--- src/rtl/ball_motion_if.sv ---
// Wall-map probe bus between ball_motion (master) and the world-map lookup (slave).
interface ball_motion_if;
  logic       map_req;
  logic [9:0] map_addr_x;
  logic [8:0] map_addr_y;
  logic       map_ack;
  logic       map_wall;

  modport master (output map_req, map_addr_x, map_addr_y, input map_ack, map_wall);
  modport slave  (input map_req, map_addr_x, map_addr_y, output map_ack, map_wall);
endinterface

--- src/rtl/ball_motion.sv ---
// Per-frame ball physics: tilt -> velocity -> position, with per-axis wall probes.
// One update per synchronised vert_sync falling edge; result published on COMMIT.
module ball_motion #(
  parameter int X_MAX       = 623,
  parameter int Y_MAX       = 463,
  parameter int X_INIT      = 16,
  parameter int Y_INIT      = 16,
  parameter int VEL_SHIFT   = 2,
  parameter int VMAX        = 31,
  parameter int MAP_TIMEOUT = 15
) (
  input  logic              sys_clk,
  input  logic              sys_rst,
  input  logic              vert_sync,
  input  logic signed [7:0] accel_x,
  input  logic signed [7:0] accel_y,
  ball_motion_if.master     map,
  output logic [9:0]        ball_loc_X,
  output logic [8:0]        ball_loc_Y,
  output logic              frame_done
);

  localparam logic [2:0] IDLE    = 3'd0;
  localparam logic [2:0] VEL     = 3'd1;
  localparam logic [2:0] PROBE_X = 3'd2;
  localparam logic [2:0] PROBE_Y = 3'd3;
  localparam logic [2:0] COMMIT  = 3'd4;

  localparam int TW = $clog2(MAP_TIMEOUT + 1);
  localparam logic signed [11:0] VMAX_S  = 12'(VMAX);
  localparam logic signed [11:0] XMAX_S  = 12'(X_MAX);
  localparam logic signed [11:0] YMAX_S  = 12'(Y_MAX);
  localparam logic [TW-1:0]      TMO_END = TW'(MAP_TIMEOUT - 1);

  logic [2:0]        state;
  logic              vs_meta, vs_sync, vs_prev;
  logic              tick;
  logic signed [7:0] vel_x, vel_y;
  logic [9:0]        cand_x, new_x;
  logic [8:0]        cand_y, new_y;
  logic [TW-1:0]     tmo_cnt;

  logic signed [11:0] step_x, step_y, sum_x, sum_y, raw_x, raw_y;
  logic signed [7:0]  nvx, nvy;
  logic [9:0]         ncx;
  logic [8:0]         ncy;
  logic               probe_done, probe_wall;

  function automatic logic signed [11:0] sat_vel(input logic signed [11:0] v);
    if (v > VMAX_S)       return VMAX_S;
    else if (v < -VMAX_S) return -VMAX_S;
    else                  return v;
  endfunction

  assign tick = vs_prev & ~vs_sync;

  // Accel is consumed directly in the single VEL cycle, equivalent to latching it there.
  always_comb begin
    step_x = 12'(accel_x) >>> VEL_SHIFT;
    step_y = 12'(accel_y) >>> VEL_SHIFT;
    sum_x  = sat_vel(12'(vel_x) + step_x);
    sum_y  = sat_vel(12'(vel_y) + step_y);
    raw_x  = $signed({2'b00, ball_loc_X}) + sum_x;
    raw_y  = $signed({3'b000, ball_loc_Y}) + sum_y;
    nvx    = sum_x[7:0];
    nvy    = sum_y[7:0];
    ncx    = raw_x[9:0];
    ncy    = raw_y[8:0];
    if (raw_x < 12'sd0) begin
      ncx = '0;
      nvx = '0;
    end else if (raw_x > XMAX_S) begin
      ncx = XMAX_S[9:0];
      nvx = '0;
    end
    if (raw_y < 12'sd0) begin
      ncy = '0;
      nvy = '0;
    end else if (raw_y > YMAX_S) begin
      ncy = YMAX_S[8:0];
      nvy = '0;
    end
  end

  // An ack on the final timeout cycle still wins over the implied wall.
  assign probe_done = map.map_ack || (tmo_cnt == TMO_END);
  assign probe_wall = map.map_ack ? map.map_wall : 1'b1;

  always_ff @(posedge sys_clk or posedge sys_rst) begin
    if (sys_rst) begin
      state          <= IDLE;
      vs_meta        <= 1'b1;
      vs_sync        <= 1'b1;
      vs_prev        <= 1'b1;
      vel_x          <= '0;
      vel_y          <= '0;
      cand_x         <= '0;
      cand_y         <= '0;
      new_x          <= '0;
      new_y          <= '0;
      tmo_cnt        <= '0;
      map.map_req    <= 1'b0;
      map.map_addr_x <= '0;
      map.map_addr_y <= '0;
      ball_loc_X     <= 10'(X_INIT);
      ball_loc_Y     <= 9'(Y_INIT);
      frame_done     <= 1'b0;
    end else begin
      vs_meta    <= vert_sync;
      vs_sync    <= vs_meta;
      vs_prev    <= vs_sync;
      frame_done <= 1'b0;
      case (state)
        IDLE: if (tick) state <= VEL;
        VEL: begin
          vel_x          <= nvx;
          vel_y          <= nvy;
          cand_x         <= ncx;
          cand_y         <= ncy;
          map.map_req    <= 1'b1;
          map.map_addr_x <= ncx;
          map.map_addr_y <= ball_loc_Y;
          tmo_cnt        <= '0;
          state          <= PROBE_X;
        end
        PROBE_X: begin
          if (probe_done) begin
            new_x          <= probe_wall ? ball_loc_X : cand_x;
            if (probe_wall) vel_x <= '0;
            map.map_addr_x <= probe_wall ? ball_loc_X : cand_x;
            map.map_addr_y <= cand_y;
            tmo_cnt        <= '0;
            state          <= PROBE_Y;
          end else begin
            tmo_cnt <= tmo_cnt + 1'b1;
          end
        end
        PROBE_Y: begin
          if (probe_done) begin
            new_y       <= probe_wall ? ball_loc_Y : cand_y;
            if (probe_wall) vel_y <= '0;
            map.map_req <= 1'b0;
            state       <= COMMIT;
          end else begin
            tmo_cnt <= tmo_cnt + 1'b1;
          end
        end
        COMMIT: begin
          ball_loc_X <= new_x;
          ball_loc_Y <= new_y;
          frame_done <= 1'b1;
          state      <= IDLE;
        end
        default: state <= IDLE;
      endcase
    end
  end

endmodule

--- src/flat_wrapper.sv ---
// flat-port wrapper written by rule: the top's interface ports become plain ports
module ball_motion_flat 
#(
  parameter int X_MAX       = 623,
  parameter int Y_MAX       = 463,
  parameter int X_INIT      = 16,
  parameter int Y_INIT      = 16,
  parameter int VEL_SHIFT   = 2,
  parameter int VMAX        = 31,
  parameter int MAP_TIMEOUT = 15
)
  (sys_clk, sys_rst, vert_sync, accel_x, accel_y, ball_loc_X, ball_loc_Y, frame_done, map_map_req, map_map_addr_x, map_map_addr_y, map_map_ack, map_map_wall);
  ball_motion_if map_i ();
  input  logic sys_clk;
  input  logic sys_rst;
  input  logic vert_sync;
  input  logic signed [7:0] accel_x;
  input  logic signed [7:0] accel_y;
  output logic [9:0] ball_loc_X;
  output logic [8:0] ball_loc_Y;
  output logic frame_done;
  output wire logic [$bits(map_i.map_req)-1:0] map_map_req;
  output wire logic [$bits(map_i.map_addr_x)-1:0] map_map_addr_x;
  output wire logic [$bits(map_i.map_addr_y)-1:0] map_map_addr_y;
  input wire logic [$bits(map_i.map_ack)-1:0] map_map_ack;
  input wire logic [$bits(map_i.map_wall)-1:0] map_map_wall;
  assign map_map_req = map_i.map_req;
  assign map_map_addr_x = map_i.map_addr_x;
  assign map_map_addr_y = map_i.map_addr_y;
  assign map_i.map_ack = map_map_ack;
  assign map_i.map_wall = map_map_wall;
  ball_motion #(.X_MAX(X_MAX), .Y_MAX(Y_MAX), .X_INIT(X_INIT), .Y_INIT(Y_INIT), .VEL_SHIFT(VEL_SHIFT), .VMAX(VMAX), .MAP_TIMEOUT(MAP_TIMEOUT)) u_core (.sys_clk(sys_clk), .sys_rst(sys_rst), .vert_sync(vert_sync), .accel_x(accel_x), .accel_y(accel_y), .map(map_i), .ball_loc_X(ball_loc_X), .ball_loc_Y(ball_loc_Y), .frame_done(frame_done));
endmodule
--- config.mk ---
export PLATFORM = sky130hd
export DESIGN_NAME = ball_motion_flat
export DESIGN_NICKNAME = d
export VERILOG_FILES = /design/src/rtl/ball_motion_if.sv /design/src/rtl/ball_motion.sv /design/src/flat_wrapper.sv
export SDC_FILE = /design/constraint.sdc
export NUM_CORES = 1
export LEC_CHECK = 0
export ABC_AREA = 1
export CAP_MARGIN = 15
export CELL_PAD_IN_SITES_DETAIL_PLACEMENT = 1
export CELL_PAD_IN_SITES_GLOBAL_PLACEMENT = 2
export CORE_UTILIZATION = 28
export DETAILED_ROUTE_END_ITERATION = 8
export DONT_BUFFER_PORTS = 1
export PLACE_DENSITY_LB_ADDON = 0.05
export SLEW_MARGIN = 20
export SYNTH_ARGS = -nofsm -noshare
export SYNTH_HDL_FRONTEND = slang
export SYNTH_SLANG_ARGS = --single-unit
--- constraint.sdc ---
create_clock -name sys_clk -period 3.97 [get_ports sys_clk]
set_input_delay 1.191 -clock sys_clk [delete_from_list [all_inputs] [get_ports sys_clk]]
set_output_delay 1.191 -clock sys_clk [all_outputs]
set_load 0.005 [all_outputs]
==> results_dict.tcl, run 1 <==
set metrics [dict create \
    seq_area_frac_synth_pct 38.92 \
    ir_drop_mv 0.4678 \
    crit_arrival_ns 4.96 \
    finalCriticalPeriod_ns 4.668 \
    finalSetupViolCount 45 \
    cts.clk_slew.worst_paths_ns 0.08 \
    grt_pass1_wl_mm 37.49 \
    fin_cells 1392 \
    clock_latency_ns 0.35 \
    rsz0062_at_grt "yes" \
    cts_tree "built" \
    synth_edf_count 0 \
    status "finished with violations" \
    overflow 0 \
    cp_slowest_cell "fa_2" \
    setup_ws_ns -0.6985 \
    synthCells 919 \
    worstMarginPinSlew_ns 0.9297 \
    drive_gt1_share_pct 33.83 \
    drt_iter0_drc 175 \
    die_h_um 156.7 \
    fin_nets 1131 \
    ys_warn_count 0 \
    violations "setup timing" \
    p_sw_share_pct 46.90 \
    fmax_mhz 214.2 \
    rows 56 \
    p_switching_uw 4346 \
    comb_power_share_pct 68.7 \
    first_global_vias 7259 \
    vias 6561 \
    path_common_cell "nand2_2" \
    place_ws_ns -1.124 \
    root_buffer "clkbuf_16" \
    dpl.hpwl_mm 17.29 \
    htreeDepth 3 \
    slew_violations 0 \
    synth_area_leaders "dfrtp_1 (37%), nand2_1 (19%), ha_1 (7.1%), inv_1 (5.7%), nand3_1 (5.0%)" \
    maxCapViolations 0 \
    synth_nets 982 \
    synth.avg_cell_area_um2 7.293 \
    grt_use_total_pct 19.81 \
    pin_count 61 \
    n_antenna_cell 0 \
    gp_congestion 0.8215 \
    grt_max_degree 68 \
    synthFlopType "dfrtp_1" \
    synth_top_area_share_pct 36.96 \
    core_area_um2 23470 \
    finalPower_uw 9266 \
    avgViaCountPerCell 4.713 \
    synthArstFlopShare_pct 100.0 \
    hold_buffers 0 \
    avgRoutedWirePerCell_um 16.64 \
    power.density_nw_per_um2 991.3 \
    start_util_pct 28.56 \
    holdCritPathClass "reg2reg" \
    ys_types 43 \
    drcViolationCount 0 \
    die_area_um2 24560 \
    area_delta_synth_final_pct 39.46 \
    crit_path_end_kind "flop" \
    worstSetupPathType "in2reg" \
    final_hold_viol_count 0 \
    leakagePower_uw 0.004727 \
    numPortBuffers 0 \
    clock_skew_ns 0.01044 \
    clkPwrFrac_pct 10.4 \
    wirelength_mm 23.17 \
    path_max_fanout 6 \
    antenna_found_initial 0 \
    syn-cell-area_um2 6703 \
    first_pass_iters 4 \
    die_w_um 156.7 \
    cp_top_family "simple AND/OR/NAND/NOR gates" \
    p_int_uw 4920 \
    power_frac_seq_pct 20.9 \
    dp_cells 1345 \
    detail-route-antenna-nets 0 \
    ys_ff_latch 104 \
    cts_buffers 9 \
    cts_buffer_depth 2 \
    clock_sinks 104 \
    period_share_pct 117.6 \
    critPathLaunchType "primary input" \
    yosysTopAreaCell "dfrtp_1" \
    slowest_delay_ns 0.37 \
    relSlewSlack_pct 37.95 \
    required_ns 4.26 \
    crit_buf_inv 2 \
]
-- routing by layer --
layer  share of wire, %  vias to the layer above  global-route usage [%]
met1                 43                     3254                   22.95
met4                1.5                        0                   4.342
li1                   -                     3237                       -
met2                 53                       55                   37.99
met5                  0                        -                       0
met3                2.3                       15                   2.797
-- worst reg2reg max path, delay by kind of cell (launching register included) --
family	cells	cell delay (ns)
fa+ha+maj	4	1.03
buf+inv	2	0.25
compound gates	4	0.87
flops	1	0.43
simple gates	17	1.53
xor+xnor	1	0.14
-- placed cells by master (no fill, tap or decap), types with 4 or more instances in the layout --
cell       netlist  layout
buf_6            3       8
o21ai_1          7       9
o21ai_0         56      48
fa_2             0       4
nand2_4          7      15
nor2_1          47      40
a21oi_2          0       5
ha_4             0      16
a21oi_1         19      11
inv_1          102      96
xor2_1           5       4
nand3_2          7      30
dfrtp_1         99      99
inv_4            1       4
buf_4            1     153
nand2_1        342     286
inv_2            3       6
dfstp_2          5       5
nand4_1          5       5
o21ai_2          4       8
nor2_2           3       5
clkbuf_16        0       9
xnor2_1          9       8
a31oi_1         17      16
ha_1            38      21
nand2_8          0       5
nand3_1         67      42
nor2_4           0       5
nor3_1           7       6
nand2_2         14      58
o211ai_1         4       4
-- stage by stage --
stage | util (%) | setup TNS, ns | instance area (µm²) | hold WS (ns)
after floorplan | - | -25.56 | 6937 | 0.3452
after global placement | 34.95 | -43.22 | 8204 | 0.3506
after detailed placement | 34.95 | -46.09 | 8204 | 0.3475
after CTS | 38.22 | -24.64 | 8972 | 0.3587
after global routing | 39.82 | -34.54 | 9348 | 0.3594
final | 39.82 | -23.07 | 9348 | 0.3570
-- kinds of logic after synthesis --
logic type / after synthesis / share of synthesized area, %
simple gates: 509 / 32.80
flops: 104 / 38.92
fa+ha+maj: 42 / 8.288
xor+xnor: 14 / 1.829
buf+inv: 131 / 7.784
compound gates: 119 / 10.38
-- power by group through the flow --
stage          logic, µW  registers [µW]  clock network (µW)
5_1_grt             7060            2000                1030
4_1_cts             5970            1940                1000
3_5_place_dp        5220            1950                   0
2_1_floorplan       3200            1780                   0
6_report            6370            1930                 965
3_3_place_gp        5060            1940                   0
-- synth_stat cells, types with 2 or more instances --
| cell | count |
|---|---|
| a21boi_4 | 2 |
| a21o_1 | 2 |
| a21oi_1 | 19 |
| a31oi_1 | 17 |
| buf_6 | 3 |
| clkbuf_1 | 20 |
| dfrtp_1 | 99 |
| dfstp_2 | 5 |
| fa_1 | 4 |
| ha_1 | 38 |
| inv_1 | 102 |
| inv_2 | 3 |
| nand2_1 | 342 |
| nand2_2 | 14 |
| nand2_4 | 7 |
| nand3_1 | 67 |
| nand3_2 | 7 |
| nand3b_1 | 3 |
| nand4_1 | 5 |
| nor2_1 | 47 |
| nor2_2 | 3 |
| nor3_1 | 7 |
| o211ai_1 | 4 |
| o21ai_0 | 56 |
| o21ai_1 | 7 |
| o21ai_2 | 4 |
| o21bai_1 | 3 |
| or2_2 | 2 |
| xnor2_1 | 9 |
| xor2_1 | 5 |
-- layout make-up --
type	instances	area, µm²
tap	319	399.1
clock buffer	10	239.0
fill	2853	14120
timing repair buffer	161	1239
multi-input combinational	685	4370
inverter	106	410.4
sequential	104	2609
timing repair inverter	1	6.256
clock inverter	6	75.07
-- path summary, 6_finish.rpt --
path | start | end | slack (ns) | depth (start not counted)
setup / recovery | accel_x[2] | u_core.vel_x[3] | -0.70 | 28
hold / removal | u_core.vs_meta | u_core.vs_sync | 0.36 | 0
setup reg to reg | u_core.vel_x[0] | u_core.vel_x[3] | -0.33 | 28
hold reg to reg | u_core.vs_meta | u_core.vs_sync | 0.36 | 0
max in group asynchronous | sys_rst | u_core.vs_prev | 2.25 | 2
min in group asynchronous | sys_rst | u_core.vel_x[3] | 0.87 | 1
-- registers in the layout, summed over array words and instances, names as in the netlist, 9 cells and up --
signal	flops
u_core.ball_loc_X	10
u_core.ball_loc_Y	9
u_core.cand_x	10
u_core.cand_y	9
u_core.map.map_addr_x	10
u_core.map.map_addr_y	9
u_core.new_x	10
u_core.new_y	9
-- timing repair --
action	CTS	global route
resized for setup	69	67
hold endpoints to repair	0	0
gates cloned	2	0
pin swaps	24	47
endpoints found under the setup margin	45	45
setup buffers	18	12
Note: power is estimated with default switching activity, not from simulation.
==> inputs of run 2 (changes only) <==
- clock period: 3.97 -> 4.6 ns (I/O delays scaled with it)
==> run 2 against run 1 <==
  * The flow still finishes with violations (setup timing)
  * Via count shrank 1.7%
  * Non-clock buffer count shrank 19
  * Final cell count shrank 1.5%
  * Sequential share of layout area grew 0.85 points
  * Worst setup slack gained 0.42 ns
  * Total power shrank 17%
  * Die area is the same
  * Core utilization shrank 1.2 points
  * Final area shrank 3.0%
  * Largest cell class unchanged
  * Highest routed layer unchanged
==> results_dict.tcl, run 2 (synthesized netlist as in run 1, its figures left out) <==
set metrics [dict create \
    rsz0062_at_grt "yes" \
    clock_skew_ns 0.01730 \
    crit_arrival_ns 5.17 \
    hp-start "u_core.vs_meta" \
    drcViolationCount 0 \
    tns_ns -6.658 \
    period_share_pct 106.1 \
    required_ns 4.89 \
    whs_ns 0.3633 \
    setup_ws_ns -0.2798 \
    wirelength_mm 22.04 \
    slowest_delay_ns 0.37 \
    first_global_vias 6990 \
    avgRoutedWirePerCell_um 16.08 \
    cp-startpoint "accel_x[2]" \
    area_delta_synth_final_pct 35.34 \
    finalCriticalPeriod_ns 4.880 \
    gp_congestion 0.7901 \
    cts_buffer_depth 2 \
    ir_drop_mv 0.5351 \
    nFillCells 2870 \
    dpl.hpwl_mm 16.51 \
    die_h_um 156.7 \
    avgViaCountPerCell 4.705 \
    drive_gt1_share_pct 31.56 \
    crit_path_end_kind "flop" \
    core_area_um2 23470 \
    detail-route-antenna-nets 0 \
    htreeDepth 3 \
    violations "setup timing" \
    first_pass_iters 4 \
    worst_r2r_startpoint "u_core.vel_x[0]" \
    critPathLaunchType "primary input" \
    finalPower_uw 7728 \
    final_hold_viol_count 0 \
    hold_buffers 0 \
    slew_violations 0 \
    power.density_nw_per_um2 851.9 \
    cp_top_family "simple AND/OR/NAND/NOR gates" \
    vias 6451 \
    overflow 0 \
    path_common_cell "nand2_2" \
    holdCritPathClass "reg2reg" \
    start_util_pct 28.56 \
    final_cell_mix "nand2_1 (287), buf_4 (136), dfrtp_1 (99), inv_1 (97), nand2_2 (60)" \
    maxCapViolations 0 \
    status "finished with violations" \
    root_buffer "clkbuf_16" \
    n_antenna_cell 0 \
    pin_count 61 \
    crit_buf_inv 1 \
    fin_nets 1110 \
    grt_pass1_wl_mm 36.33 \
    rows 56 \
    fmax_mhz 204.9 \
    path_max_fanout 6 \
    leakagePower_uw 0.004611 \
    worstSetupPathType "in2reg" \
    die_w_um 156.7 \
    clock_sinks 104 \
    antenna_found_initial 0 \
    numPortBuffers 0 \
    worstMarginPinSlew_ns 0.8823 \
    drt_iter0_drc 189 \
    cts.clk_slew.worst_paths_ns 0.09 \
    cts_buffers 9 \
    die_area_um2 24560 \
    layout_commonest_cell "nand2_1" \
    grt_use_total_pct 19.13 \
    relSlewSlack_pct 41.18 \
    cts_tree "built" \
    finalSetupViolCount 42 \
    cp_slowest_cell "fa_2" \
    clock_latency_ns 0.37 \
    grt_max_degree 64 \
]
run 2: path summary, 6_finish.rpt:
check                                            end  slack [ns]  depth (start not counted)
worst max-delay path                 u_core.vel_x[6]       -0.28                         27
worst min-delay path                  u_core.vs_sync        0.36                          0
worst max register to register       u_core.vel_x[6]        0.29                         27
worst min register to register        u_core.vs_sync        0.36                          0
max in group asynchronous       u_core.ball_loc_X[4]        2.76                          2
min in group asynchronous            u_core.vel_y[5]        1.05                          1
run 2: report_power, final:
group	switching, µW	total, µW	internal [µW]
combinational	2860	5240	2380
clock	426	823	397
sequential	367	1660	1300
run 2: metal layers:
metal	wire length (µm)	up-vias	GRT usage [%]
li1	-	3194	-
met1	9551	3185	22.67
met2	11690	54	35.77
met3	517	18	3.046
met4	284	0	4.202
met5	0	-	0
run 2: area by class of cell:
type | instances | area, µm² | area share (%)
Timing Repair Buffer | 142 | 1124 | 12.39
Clock buffer | 9 | 225.2 | 2.483
Multi-Input combinational cell | 684 | 4215 | 46.47
Clock inverter | 7 | 88.84 | 0.9793
Tap cell | 319 | 399.1 | 4.400
Inverter | 106 | 410.4 | 4.524
Sequential cell | 104 | 2609 | 28.76
run 2: metrics by stage:
| step | cells | setup slack (ns) | utilization (%) | cell area [µm²] |
|---|---|---|---|---|
| after detailed placement | 1337 | -0.7244 | 34.79 | 8165 |
| final | 1371 | -0.2798 | 38.65 | 9071 |
| after global placement | 1337 | -0.6617 | 34.79 | 8165 |
| after CTS | 1366 | -0.1931 | 37.40 | 8780 |
| after global routing | 1371 | -0.5511 | 38.65 | 9071 |
| after floorplan | 919 | -0.2820 | - | 6908 |
run 2: what timing repair did:
item,CTS,global route
gates resized for setup,51,61
pin swaps,15,36
setup endpoints to repair,45,45
buffers inserted,13,5
cloned,0,0
